$ cat config.mk
export PLATFORM = sky130hd
export DESIGN_NAME = inst_fetch_buf
export DESIGN_NICKNAME = d
export VERILOG_FILES = /design/src/rtl/inst_fetch_buf.sv
export SDC_FILE = /design/constraint.sdc
export NUM_CORES = 1
export LEC_CHECK = 0
export ABC_CLOCK_PERIOD_IN_PS = 3900
export BUFFER_PORTS_ARGS = -buffer_cell sky130_fd_sc_hd__buf_2
export CAP_MARGIN = 20
export CORE_MARGIN = 2
export CORE_UTILIZATION = 40
export DETAILED_ROUTE_END_ITERATION = 12
export PLACE_DENSITY = 0.56
export SKIP_LAST_GASP = 1
export SLEW_MARGIN = 20
export SYNTH_ARGS = -nofsm -noshare
export SYNTH_HDL_FRONTEND = slang
export SYNTH_SLANG_ARGS = --single-unit
$ cat constraint.sdc
create_clock -name clk -period 3.9 [get_ports clk]
set_input_delay 0.78 -clock clk [delete_from_list [all_inputs] [get_ports clk]]
set_output_delay 0.78 -clock clk [all_outputs]
set_load 0.05 [all_outputs]
$ cat src/rtl/inst_fetch_buf.sv
// Fetch stage: owns fetch PC, one word read per cycle, prefetch FIFO of {inst, pc} toward the decoder.
// Latency 2 cycles request-to-decode (1 with FETCH_BYPASS_EN defined: empty-FIFO response bypass).
// Backpressure: requests stop when buffered + in-flight words would exceed DEPTH; flush drops everything.
module inst_fetch_buf #(
  parameter int DEPTH = 4,
  parameter int AW    = 16,
  parameter int DW    = 16
) (
  input  logic                     clk,
  input  logic                     reset,
  input  logic                     en,
  input  logic                     flush,
  input  logic [AW-1:0]            flush_pc,
  output logic                     mem_req,
  output logic [AW-1:0]            mem_addr,
  input  logic [DW-1:0]            mem_data,
  output logic [DW-1:0]            inst_out,
  output logic [AW-1:0]            inst_pc,
  output logic                     inst_valid,
  input  logic                     inst_ready,
  output logic [$clog2(DEPTH):0]   count
);

  localparam int PW = $clog2(DEPTH);
  localparam int CW = PW + 1;

  logic [AW-1:0] fpc_q, fpc_d;
  logic          pend_q, pend_d;
  logic [AW-1:0] pend_pc_q, pend_pc_d;
  logic [PW-1:0] rd_ptr_q, rd_ptr_d;
  logic [PW-1:0] wr_ptr_q, wr_ptr_d;
  logic [CW-1:0] count_q, count_d;
  logic [DW-1:0] fifo_inst_q [DEPTH];
  logic [DW-1:0] fifo_inst_d [DEPTH];
  logic [AW-1:0] fifo_pc_q   [DEPTH];
  logic [AW-1:0] fifo_pc_d   [DEPTH];

  logic          fifo_empty;
  logic          rsp_vld;
  logic          push;
  logic          pop;
  logic          fifo_pop;
  logic          req;
  logic [CW:0]   occ;

  always_comb begin
    fifo_empty = (count_q == '0);
    rsp_vld    = pend_q & ~flush;
    inst_valid = ~fifo_empty;
    inst_out   = fifo_empty ? '0 : fifo_inst_q[rd_ptr_q];
    inst_pc    = fifo_empty ? '0 : fifo_pc_q[rd_ptr_q];
`ifdef FETCH_BYPASS_EN
    if (fifo_empty && rsp_vld) begin
      inst_valid = 1'b1;
      inst_out   = mem_data;
      inst_pc    = pend_pc_q;
    end
    // A bypassed word that the decoder takes never lands in the FIFO.
    push = rsp_vld & ~(fifo_empty & inst_ready);
`else
    push = rsp_vld;
`endif
    pop      = inst_valid & inst_ready;
    fifo_pop = pop & ~fifo_empty;
    // Occupancy seen by the request rule counts the in-flight word and credits this cycle's pop.
    occ      = {1'b0, count_q} + {{CW{1'b0}}, pend_q} - {{CW{1'b0}}, pop};
    req      = reset & en & ~flush & (occ < (CW+1)'(DEPTH));
    mem_req  = req;
    mem_addr = fpc_q;
    count    = count_q;
  end

  always_comb begin
    fpc_d       = fpc_q;
    pend_d      = pend_q;
    pend_pc_d   = pend_pc_q;
    rd_ptr_d    = rd_ptr_q;
    wr_ptr_d    = wr_ptr_q;
    count_d     = count_q;
    fifo_inst_d = fifo_inst_q;
    fifo_pc_d   = fifo_pc_q;
    if (flush) begin
      fpc_d    = flush_pc;
      pend_d   = 1'b0;
      rd_ptr_d = '0;
      wr_ptr_d = '0;
      count_d  = '0;
    end else begin
      pend_d = req;
      if (req) begin
        fpc_d     = fpc_q + 1'b1;
        pend_pc_d = fpc_q;
      end
      if (push) begin
        fifo_inst_d[wr_ptr_q] = mem_data;
        fifo_pc_d[wr_ptr_q]   = pend_pc_q;
        wr_ptr_d              = wr_ptr_q + 1'b1;
      end
      if (fifo_pop) begin
        rd_ptr_d = rd_ptr_q + 1'b1;
      end
      count_d = count_q + CW'(push) - CW'(fifo_pop);
    end
  end

  always_ff @(posedge clk) begin
    if (!reset) begin
      fpc_q       <= '0;
      pend_q      <= 1'b0;
      pend_pc_q   <= '0;
      rd_ptr_q    <= '0;
      wr_ptr_q    <= '0;
      count_q     <= '0;
      fifo_inst_q <= '{default: '0};
      fifo_pc_q   <= '{default: '0};
    end else begin
      fpc_q       <= fpc_d;
      pend_q      <= pend_d;
      pend_pc_q   <= pend_pc_d;
      rd_ptr_q    <= rd_ptr_d;
      wr_ptr_q    <= wr_ptr_d;
      count_q     <= count_d;
      fifo_inst_q <= fifo_inst_d;
      fifo_pc_q   <= fifo_pc_d;
    end
  end

endmodule

==> results by group, run 1 <==
Clock network
  – Clock slew at reported path FFs: 70 ps
  – Clock tree root buffer cell: sky130_fd_sc_hd__clkbuf_16
  – Number of buffers added by the clock tree synthesis step: 17
  – Resize count post-CTS: 0
  – Count of hold buffers inserted by post-cts repair: 0
  – Maximum buffer depth of the clock tree: 2
  – Clock latency reported for the late side of the worst-skew pair: 420 ps
  – Buffers inserted during post-CTS setup optimization: 0
  – CTS tree: done
  – H-tree depth: 4
  – CTS sink count: 168

Place
  – Area after detailed placement: 0.00823 mm2
  – IO buf count: 89
  – Detailed-placement wirelength estimate: 11.5 mm
  – Placer's final routability congestion estimate: 0.734

Global route
  – Number of global-route vias before repair: 5,808
  – Sum of overflow across all layers after global routing: 0
  – Met3 Track Usage GR: 4.07%
  – Number of antenna violations at the first check in global routing: 0
  – Gr busiest metal: met2
  – Maximum number of pins on one net before global-route repair: 101
  – First-pass GRT wire length: 30.9 mm
  – Overall Global Routing Usage: 19.5%
  – Met1 capacity usage during global routing: 27.4%
  – M2 GR Usage: 30.8%

Min path
  – Hold Startpoint: fifo_inst_q[36]$_SDFFE_PN0P_
  – Depth of the worst hold-timing path: 2
  – Worst hold-check path type: reg -> reg
  – Sink of the worst hold path: fifo_inst_q[36]$_SDFFE_PN0P_

Yosys
  – Leading post-synthesis cells by instance count: sky130_fd_sc_hd__nand2_1 (299), sky130_fd_sc_hd__dfxtp_1 (168), sky130_fd_sc_hd__a21boi_0 (144)
  – Area of the mapped netlist: 0.00767 mm2
  – Average cell area after synthesis: 8.81 um2
  – Synthesis warning total: 0
  – EDFF count, synth: 0
  – Number of nets produced by synthesis: 918
  – Post-synthesis instance total: 870
  – Top cell type's share of synthesized area: 43.9%
  – Predominant post-synthesis flop cell: sky130_fd_sc_hd__dfxtp_1
  – Top-count cell post-synth: sky130_fd_sc_hd__nand2_1
  – Seq/Total Area, Yosys: 43.9%
  – Async set-reset flop share out of synthesis: 0%
  – Dominant cells by area after synthesis: sky130_fd_sc_hd__dfxtp_1 (44%), sky130_fd_sc_hd__nand2_1 (15%), sky130_fd_sc_hd__a21boi_0 (14%), sky130_fd_sc_hd__mux4_2 (9.4%), sky130_fd_sc_hd__and2_1 (2.9%)
  – Area leader, netlist: sky130_fd_sc_hd__dfxtp_1
  – Register bit count reported by yosys: 168
  – Netlist cell types: 49

Routing
  – Detailed Route Iter0 Violations: 352
  – Residual DRC: 0
  – Vias: 5,984
  – Routed Wire Length: 19.1 mm
  – Remaining antenna violation count: 0
  – Via density: 5.10
  – Routed length per instance: 16.3 um
  – First-pass detailed-route iteration total: 5

Floorplan
  – Core Footprint: 0.0188 mm2
  – Die outline height: 142 um
  – I/O pin count: 90
  – Total die area: 0.0203 mm2
  – Std-Cell Rows: 50
  – Floorplan die width: 142 um
  – Initial cell density of the core: 40.8%

Final layout
  – Post-Layout Inst Area: 0.00881 mm2
  – Syn-to-layout area delta: 15.0%
  – Nets: 974
  – Fraction of layout cells with a size suffix above 1: 19.1%
  – Utilization of the core after routing: 47.0%
  – Count of inserted antenna diode cells: 0

Setup path
  – Worst setup path class: reg -> out
  – Reg-to-reg endpoint: mem_addr[7]$_SDFFE_PN0P_
  – R2R cell count: 11
  – Reg2reg start: count[1]$_SDFF_PP0_
  – Startpoint kind of the worst setup timing path: flip-flop
  – Largest fanout on the critical path: 4
  – Endpoint arrival time on the critical path: 2720 ps
  – Endpoint kind of the worst setup timing path: output pin
  – Required time of the worst setup path: 3120 ps
  – Register-to-register path setup slack: 930 ps

Timing
  – Max-Slew Margin vs Limit: 41.9%
  – Pins Over Slew Limit: 0
  – Transition time of the tightest slew-check pin: 872 ps
  – Largest clock skew in the final design: 9.49 ps
  – Final worst hold slack: 460 ps
  – Endpoints failing hold: 0
  – Min cycle time layout: 3500 ps
  – Final number of setup-violating endpoints: 0
  – Share of the clock period used by the worst path after layout: 89.9%
  – F_max: 285 MHz
  – Setup repair after global routing missed its margin: false
  – Total Negative Setup Slacks: 0 ps

Power
  – Lkg Pwr: 3.14 nW
  – Peak supply drop: 0.340 mV
  – Ratio of total power to cell area: 413 mW/mm2

Flow run
  – Max capacitance violation total: 0

Run status
  – Run status: complete, no violations
where the power goes:
part / leakage, nW / internal (mW) / total, mW / switching [mW]
registers: 1.36 / 1.74 / 1.77 / 0.0329
logic: 1.50 / 0.0791 / 0.228 / 0.149
clock network: 0.280 / 0.950 / 1.64 / 0.693
total: 3.14 / 2.77 / 3.64 / 0.875
how the worst max path moves through the flow:
stage	from	endpoint	slack (ps)	cells after the start
global placement	inst_ready	mem_req	820	10
detailed placement	inst_ready	mem_req	810	10
CTS	count[1]$_SDFF_PP0_	mem_req	370	10
finish	count[1]$_SDFF_PP0_	mem_req	400	10
global route	count[1]$_SDFF_PP0_	mem_req	270	10
floorplan	count[1]$_SDFF_PP0_	mem_req	510	10
sequential cells by signal (all words and copies together) (netlist names):
name,count
count,3
pend_pc_q,16
rd_ptr_q,2
fifo_pc_q,64
wr_ptr_q,2
fifo_inst_q,64
pend_q,1
mem_addr,16
cells in the final DEF, fill, tap and decap left out, drive strengths merged, types with 5 or more instances in the layout:
cell and count:
a21boi 144, a31oi 8, and2 36, and3 6, buf 103, clkbuf 23, clkinv 5, dfxtp 168
ha 10, inv 17, mux4 32, nand2 299, nand4 5, nor2 8, o21ai 18, o31ai 5
or4 5
cell families (layout without fill, tap and decap cells):
group           count (synthesis)  in the layout  synth area share, %
buf+inv                        82            151                 4.54
flops                         168            168                 43.9
mux                            33             33                 9.53
compound gates                190            190                 18.1
simple gates                  379            379                 21.3
fa+ha+maj                      11             11                 1.89
xor+xnor                        7              7                0.800
through the flow:
| step | std cells | total power [mW] | setup slack (ps) |
|---|---|---|---|
| 2_1_floorplan | 870 | 1.96 | 508 |
| 3_3_place_gp | 1141 | 2.04 | 822 |
| 3_5_place_dp | 1141 | 2.04 | 808 |
| 4_1_cts | 1173 | 3.68 | 368 |
| 5_1_grt | 1173 | 3.78 | 266 |
| 6_report | 1173 | 3.64 | 395 |
cell type report:
| type | count | area [um2] |
|---|---|---|
| clock inverter | 9 | 90.1 |
| tap | 234 | 293 |
| sequential | 168 | 3370 |
| fill | 1830 | 9960 |
| timing repair buffer | 103 | 553 |
| clock buffer | 23 | 488 |
| inverter | 16 | 60.1 |
| multi-input combinational | 620 | 3960 |
layer usage:
layer | routed length, um | vias up
li1 | - | 3040
met1 | 9540 | 2817
met2 | 8630 | 115
met3 | 760 | 12
met4 | 177 | 0
met5 | 0 | -
worst max-delay path: stages (launching register included):
cell and delay [ps]:
sky130_fd_sc_hd__dfxtp_1 330, sky130_fd_sc_hd__or3_2 490, sky130_fd_sc_hd__and2_1 220, sky130_fd_sc_hd__ha_1 190, sky130_fd_sc_hd__inv_1 50, sky130_fd_sc_hd__ha_1 210
sky130_fd_sc_hd__nand3b_1 120, sky130_fd_sc_hd__and4bb_4 270, sky130_fd_sc_hd__o21ai_2 70, sky130_fd_sc_hd__inv_1 80, sky130_fd_sc_hd__buf_2 260
(Power assumes the default switching activity.)
==> run 2, diff against run 1 <==
MAX_ROUTING_LAYER = met4   (was default)
RECOVER_POWER = 100   (was default)
SKIP_CTS_REPAIR_TIMING = 1   (was default)
==> results by group, run 2 (same netlist as run 1, synthesis figures left out) <==
Run status
  – Run status: finished with violations (was complete, no violations)
  – Violated checks: capacitance limit, slew limit

Setup path
  – Worst setup path class: reg -> out (unchanged)
  – R2R cell count: 12 (was 11)
  – Reg2reg start: count[1]$_SDFF_PP0_ (unchanged)
  – Largest fanout on the critical path: 19 (was 4)
  – Startpoint kind of the worst setup timing path: flip-flop (unchanged)
  – Required time of the worst setup path: 3120 ps (about the same)
  – Endpoint arrival time on the critical path: 2790 ps (was 2720 ps)
  – Origin of the worst setup path: rd_ptr_q[1]$_SDFFE_PP0P_ (was count[1]$_SDFF_PP0_)
  – Endpoint kind of the worst setup timing path: output pin (unchanged)

Routing
  – First-pass detailed-route iteration total: 5 (unchanged)
  – Vias: 5,940 (was 5,984)
  – Routed Wire Length: 19.0 mm (was 19.1 mm)
  – Via density: 5.06 (was 5.10)
  – Remaining antenna violation count: 0 (unchanged)
  – Residual DRC: 0 (unchanged)
  – Detailed Route Iter0 Violations: 359 (was 352)
  – Routed length per instance: 16.2 um (was 16.3 um)

Power
  – Peak supply drop: 0.340 mV (about the same)
  – Switching share of power: 24.0% (about the same)
  – Design Power: 3.64 mW (about the same)
  – Internal power contribution: 2.76 mW (was 2.77 mW)
  – Ratio of total power to cell area: 417 mW/mm2 (was 413 mW/mm2)
  – Clock group share of total power: 45.2% (was 45.1%)
  – Lkg Pwr: 2.92 nW (was 3.14 nW)
  – Combinational Power Share: 6.1% (was 6.3%)
  – Psw: 873 uW (was 875 uW)
  – Sequential cell fraction of total power: 48.7% (was 48.6%)

Min path
  – Depth of the worst hold-timing path: 2 (unchanged)
  – Hold Startpoint: fifo_inst_q[0]$_SDFFE_PN0P_ (was fifo_inst_q[36]$_SDFFE_PN0P_)
  – Worst hold-check path type: reg -> reg (unchanged)

Clock network
  – H-tree depth: 4 (unchanged)
  – Clock latency reported for the late side of the worst-skew pair: 420 ps (about the same)
  – Clock tree root buffer cell: sky130_fd_sc_hd__clkbuf_16 (unchanged)
  – CTS sink count: 168 (unchanged)
  – Clock slew at reported path FFs: 70 ps (about the same)
  – Maximum buffer depth of the clock tree: 2 (unchanged)
  – CTS tree: done (unchanged)
  – Number of buffers added by the clock tree synthesis step: 17 (unchanged)

Final layout
  – Fraction of layout cells with a size suffix above 1: 13.3% (was 19.1%)
  – Count of inserted antenna diode cells: 0 (unchanged)
  – Syn-to-layout area delta: 13.8% (was 15.0%)
  – Final cell count without fillers: 1,173 (unchanged)
  – Most frequent standard cell in the layout excluding fill and tap cells: sky130_fd_sc_hd__nand2_1 (unchanged)
  – Largest registers in the final layout: fifo_inst_q x64, fifo_pc_q x64 (unchanged)
  – Nets: 974 (unchanged)
  – Commonest cells after routing, fill and taps aside: sky130_fd_sc_hd__nand2_1 (299), sky130_fd_sc_hd__dfxtp_1 (166), sky130_fd_sc_hd__a21boi_0 (144) (was sky130_fd_sc_hd__nand2_1 (296), sky130_fd_sc_hd__dfxtp_1 (166), sky130_fd_sc_hd__a21boi_0 (144))

Floorplan
  – I/O pin count: 90 (unchanged)
  – Total die area: 0.0203 mm2 (unchanged)
  – Floorplan die width: 142 um (unchanged)
  – Die outline height: 142 um (unchanged)
  – Std-Cell Rows: 50 (unchanged)
  – Core Footprint: 0.0188 mm2 (unchanged)
  – Initial cell density of the core: 40.8% (unchanged)

Timing
  – Pins Over Slew Limit: 63 (was 0)
  – Final number of setup-violating endpoints: 0 (unchanged)
  – Largest clock skew in the final design: 9.70 ps (was 9.49 ps)
  – F_max: 280 MHz (was 285 MHz)
  – Transition time of the tightest slew-check pin: 1710 ps (was 872 ps)
  – Endpoints failing hold: 0 (unchanged)
  – Min cycle time layout: 3570 ps (was 3500 ps)
  – Total Negative Setup Slacks: 0 ps (unchanged)
  – Max-Slew Margin vs Limit: -14.0% (was 41.9%)
  – Share of the clock period used by the worst path after layout: 91.5% (was 89.9%)
  – Setup repair after global routing missed its margin: false (unchanged)
  – Final worst hold slack: 461 ps (was 460 ps)

Place
  – Number of cells after detailed placement: 1,141 (unchanged)
  – Detailed-placement wirelength estimate: 11.5 mm (unchanged)
  – Placer's final routability congestion estimate: 0.743 (was 0.734)
  – IO buf count: 89 (unchanged)

Global route
  – Maximum number of pins on one net before global-route repair: 101 (unchanged)
  – First-pass GRT wire length: 30.9 mm (about the same)
  – Number of global-route vias before repair: 5,807 (was 5,808)
  – Sum of overflow across all layers after global routing: 0 (unchanged)
  – Overall Global Routing Usage: 20.1% (was 19.5%)
  – Number of antenna violations at the first check in global routing: 0 (unchanged)

Flow run
  – Max capacitance violation total: 3 (was 0)
[run 2: cell types whose count changed in the layout (fill, tap and decap cells not counted), sizes merged]
| cell | change |
|---|---|
| clkbuf | +57 |
| buf | -57 |
[run 2: worst max-delay path: stages, from the launching register on]
cell and delay, ps:
sky130_fd_sc_hd__dfxtp_2 810, sky130_fd_sc_hd__clkbuf_1 610, sky130_fd_sc_hd__mux4_2 340, sky130_fd_sc_hd__and2_1 120, sky130_fd_sc_hd__clkbuf_1 470
[run 2: power by group through the flow]
stage               clock network (mW)  logic [mW]  registers (mW)
global placement                     0       0.229            1.81
CTS                               1.68       0.230            1.77
detailed placement                   0       0.229            1.81
floorplan                            0       0.119            1.84
finish                            1.64       0.223            1.77
global route                      1.76       0.242            1.77
[run 2: worst paths after layout]
path	end	slack, ps
max	inst_pc[12]	330
min	fifo_inst_q[0]$_SDFFE_PN0P_	460
max reg2reg	mem_addr[4]$_SDFFE_PN0P_	670
min reg2reg	fifo_inst_q[0]$_SDFFE_PN0P_	460
[run 2: routing by layer]
| layer | GRT usage (%) | vias up | part of all wire, % |
|---|---|---|---|
| met3 | 3.43 | 11 | 4.1 |
| met4 | 4.90 | 0 | 0.87 |
| met1 | 27.6 | 2759 | 50 |
| met2 | 30.8 | 126 | 45 |
| li1 | - | 3044 | - |
| met5 | - | - | 0 |
[run 2: metrics by stage]
step / cell area, um2 / util [%] / setup slack, ps
final: 8720 / 46.5 / 333
after global placement: 8230 / 43.9 / 822
after global routing: 8720 / 46.5 / 144
after detailed placement: 8230 / 43.9 / 808
after floorplan: 7670 / - / 508
after CTS: 8810 / 47.0 / 368
[run 2: layout make-up]
type	count	area [um2]
clock buffers	23	488
flip-flops and latches	168	3370
inverters	16	60.1
multi-input cells	620	3950
repair buffers	103	475
fillers	1863	10000
clock inverters	9	90.1
well taps	234	293
